$ cat config.mk
export PLATFORM = sky130hd
export DESIGN_NAME = mem_port_arbiter
export DESIGN_NICKNAME = d
export VERILOG_FILES = /design/src/rtl/mem_port_arbiter.sv
export SDC_FILE = /design/constraint.sdc
export NUM_CORES = 1
export LEC_CHECK = 0
export ABC_AREA = 0
export ABC_CLOCK_PERIOD_IN_PS = 1900
export CAP_MARGIN = 20
export CORE_AREA = 2 2 102 104
export CTS_CLUSTER_SIZE = 24
export DETAILED_ROUTE_END_ITERATION = 10
export DIE_AREA = 0 0 104 106
export GPL_ROUTABILITY_DRIVEN = 0
export PLACE_DENSITY = 0.76
export SETUP_SLACK_MARGIN = 0.1
export SKIP_CTS_REPAIR_TIMING = 1
export SLEW_MARGIN = 40
export SYNTH_ARGS = -nofsm -noshare
export SYNTH_HDL_FRONTEND = slang
export SYNTH_SLANG_ARGS = --single-unit
$ cat constraint.sdc
create_clock -name clk -period 1.9 [get_ports clk]
set_input_delay 0.38 -clock clk [delete_from_list [all_inputs] [get_ports clk]]
set_output_delay 0.38 -clock clk [all_outputs]
set_load 0.01 [all_outputs]
$ cat src/rtl/mem_port_arbiter.sv
// rtl/mem_port_arbiter.sv - round-robin arbiter sharing one memory port between core (C) and DMA (D)
module mem_port_arbiter #(
   parameter int AW        = 32,
   parameter int DW        = 32,
   parameter int MAX_BURST = 8
) (
   input  logic          clk,
   input  logic          reset,
   input  logic          c_req,
   input  logic          c_we,
   input  logic [AW-1:0] c_addr,
   input  logic [DW-1:0] c_wdata,
   output logic          c_gnt,
   output logic          c_stall,
   input  logic          d_req,
   input  logic          d_we,
   input  logic [AW-1:0] d_addr,
   input  logic [DW-1:0] d_wdata,
   output logic          d_gnt,
   output logic [DW-1:0] rdata,
   output logic          mem_we,
   output logic [AW-1:0] mem_addr,
   output logic [DW-1:0] mem_wdata,
   input  logic [DW-1:0] mem_rdata
);

   localparam int CW = $clog2(MAX_BURST);
   localparam logic [CW-1:0] CNT_MAX = CW'(MAX_BURST - 1);

   typedef enum logic [1:0] {IDLE, GNT_C, GNT_D} state_t;

   state_t        r_state;
   state_t        w_next;
   logic [CW-1:0] r_cnt;
   logic          r_last_d;   // 1 = DMA was granted most recently
   logic          w_cnt_max;

   assign w_cnt_max = (r_cnt == CNT_MAX);

   always_ff @(posedge clk) begin
      if (!reset) begin
         r_state  <= IDLE;
         r_cnt    <= '0;
         r_last_d <= 1'b1;
      end else begin
         r_state <= w_next;
         if (w_next != r_state)
            r_cnt <= '0;
         else if (!w_cnt_max)
            r_cnt <= r_cnt + CW'(1);
         if (w_next == GNT_C && r_state != GNT_C)
            r_last_d <= 1'b0;
         else if (w_next == GNT_D && r_state != GNT_D)
            r_last_d <= 1'b1;
      end
   end

   always_comb begin
      w_next = r_state;
      case (r_state)
         IDLE: begin
            if (c_req && d_req)
               w_next = r_last_d ? GNT_C : GNT_D;
            else if (c_req)
               w_next = GNT_C;
            else if (d_req)
               w_next = GNT_D;
         end
         GNT_C: begin
            if (!c_req)
               w_next = d_req ? GNT_D : IDLE;
            else if (d_req && w_cnt_max)
               w_next = GNT_D;
         end
         GNT_D: begin
            if (!d_req)
               w_next = c_req ? GNT_C : IDLE;
            else if (c_req && w_cnt_max)
               w_next = GNT_C;
         end
         default: w_next = IDLE;
      endcase
   end

   assign c_gnt   = (r_state == GNT_C);
   assign d_gnt   = (r_state == GNT_D);
   assign c_stall = c_req & ~c_gnt;
   assign rdata   = mem_rdata;

   // Write enable is gated by reset so a mid-burst reset suppresses the write immediately
   always_comb begin
      mem_we    = 1'b0;
      mem_addr  = '0;
      mem_wdata = '0;
      case (r_state)
         GNT_C: begin
            mem_addr  = c_addr;
            mem_wdata = c_wdata;
            mem_we    = c_we & c_req & reset;
         end
         GNT_D: begin
            mem_addr  = d_addr;
            mem_wdata = d_wdata;
            mem_we    = d_we & d_req & reset;
         end
         default: ;
      endcase
   end

endmodule
==> impl_metrics.toml <==
[logic_synthesis]
syn-cell-area_um2 = 1700
yosysTopAreaCell = "a22oi_1"
synthXorXnorAreaFrac_pct = 1.03
synth_top_family_by_area = "compound AO/OA/AOI/OAI gates"
synth_area_leaders = "a22oi_1, nor2b_1, buf_4"
synth_fa_ha_area_share_pct = 4.42
synth_flop_cell = "dfxtp_1"
syn_nets = 413
synth.most_common_cell = "nor2b_1"
yosys_register_bits = 6
synth.area.mux_share_pct = 1.18
synth_edf_count = 0
syn_avg_cell_area_um2 = 7.06
synthSimpleGateAreaFrac_pct = 32.5
synthArstFlopShare_pct = 0
synth_top_area_share_pct = 28.3
ys_seq_area_share_pct = 7.06
yosys.cell_types.count = 31
synthTopCellsByCount = "nor2b_1, a22oi_1, buf_4"
syn_inst = 241
synth_compound_area_share_pct = 33.1
yosysWarnings = 0

[hold_path]
worstHoldPathType = "reg2reg"
whs_endpoint = "r_last_d"
hold_depth = 2
hp-start = "r_last_d"

[floorplan]
initial_core_util_pct = 17.0
core-area_um2 = 10000
fp.dieArea_um2 = 11000
io_pins = 266
die_y_um = 106
num_rows = 37
die_w_um = 104

[clocking]
cts_made_buffers = 3
cts_tree = "built"
clockBufferDepth = 2
clock_sinks = 6
cts.clk_slew.worst_paths_ps = 40
clock_latency_ps = 230
ctsRootBufferMaster = "clkbuf_8"
htreeDepth = 1

[final_layout]
nNetsFinal = 624
drive_gt1_share_pct = 49.3
fin_util_pct = 47.5
stdcell_area_um2 = 4750
n_antenna_cell = 0
fillers = 938
finalNonFillerCells = 586
syn2layout_area_growth_pct = 179

[worst_setup_path]
critPathKind = "reg2reg"
cp.required_ps = 1990
r2r_start = "r_state[1]"
reg2reg_depth = 8
rrSetupSlack_ps = -110
end_kind = "flip-flop"
crit_path_max_fanout = 7
crit_arrival_ps = 2100
timing.rr.end = "r_last_d"
cp-start-kind = "flip-flop"

[flow_run]
maxCapViolCount = 0

[timing]
skew_ps = 1.27
drv_slew = 0
max_freq_mhz = 498
min_period_ps = 2010
rsz0062_at_grt = "true"
worst_pin_slew_ps = 346
slew_headroom_pct = 76.9
setup_viol = 30
post-route-period-util_pct = 106
hold_viol = 0
finalWorstSetupSlack_ps = -107

[place]
dpl.hpwl_um = 6500
port_buffers = 201
dp_cells = 537
pre_cts_slack_ps = -349
placed_cell_area_um2 = 3750

[grt]
grt_usage_pct = 13.2
grt_pass1_wl_um = 12200
grt_pass1_vias = 2394
antenna_found_initial = 0
grt_max_degree = 43
grt_remaining_overflow = 0

[run_status]
status = "finished with violations"
violations = "setup timing"

[route]
vias_per_cell = 4.70
antenna_left = 0
wl_um = 11500
drc_errors = 0
routedWlPerCell_um = 19.7
drt_first_iter_violations = 128
first_pass_iters = 4
dr_total_vias = 2756

[power]
p_per_area_nw_per_um2 = 716
ir_drop_mv = 0.372
totalPowerFinal_mw = 3.40
leakagePower_nw = 1.84
final cells by class:
cell class	count	area [µm²]	share of cell area, %
timing repair buffer	263	2660	56.0
clock buffer	3	41.3	0.869
tap	136	170	3.58
sequential	6	128	2.69
multi-input combinational	176	1740	36.6
inverter	2	12.5	0.263
power breakdown:
group | switching [mW] | internal (mW) | total (mW)
clock network | 0.0614 | 0.137 | 0.198
logic | 1.25 | 1.77 | 3.02
registers | 0.0307 | 0.159 | 0.190
worst max-delay path by stage:
stage | cells after the start | from | end | slack, ps
2_1_floorplan | 7 | r_state[0] | mem_addr[26] | 110
3_3_place_gp | 5 | c_req | mem_we | -280
3_5_place_dp | 8 | c_req | r_cnt[2] | -350
4_1_cts | 6 | r_state[0] | mem_wdata[10] | -460
5_1_grt | 8 | r_state[1] | r_last_d | -200
6_report | 8 | r_state[1] | r_last_d | -110
layer usage:
layer	global-route usage [%]	vias up	wire (µm)
met1	14.3	1309	4160
li1	-	1265	-
met5	0	-	0
met4	3.86	0	244
met2	24.9	164	6420
met3	3.99	18	723
metrics by stage:
step	TNS, ps	hold slack (ps)
finish	-1000	502
global route	-4530	535
CTS	-28200	526
detailed placement	-12630	523
global placement	-11440	488
floorplan	0	467
cell families after synthesis:
group	after synthesis
flops	6
simple gates	91
fa+ha+maj	6
xor+xnor	2
buf+inv	59
compound gates	75
mux	2
worst max-delay path, cell delays in order, from the launching register on:
cell	delay [ps]
dfxtp_4	360
inv_4	80
ha_4	240
buf_4	140
buf_6	100
nand4_1	210
and3_4	270
o41ai_2	340
o211ai_1	130
sequential cells by signal (all words and copies together) (netlist names):
| signal | cells |
|---|---|
| r_last_d | 1 |
| r_cnt | 3 |
| r_state | 2 |
placed cells by master, fill, tap and decap left out, types with 2 or more instances in the layout:
master and count:
a22oi_1 3, a22oi_2 61, a31oi_4 3, and3_4 3
buf_12 10, buf_2 39, buf_4 13, buf_6 28
buf_8 6, clkbuf_16 12, clkbuf_2 20, clkbuf_8 3
clkdlybuf4s50_1 131, dfxtp_1 4, dfxtp_4 2, dlymetal6s2s_1 4
ha_4 4, inv_4 2, mux2i_1 2, nand2_1 5
nand3_1 4, nand4_1 2, nor2_1 3, nor2b_1 58
nor2b_4 7, nor4b_2 2
Power figures use the tool's default switching activity.
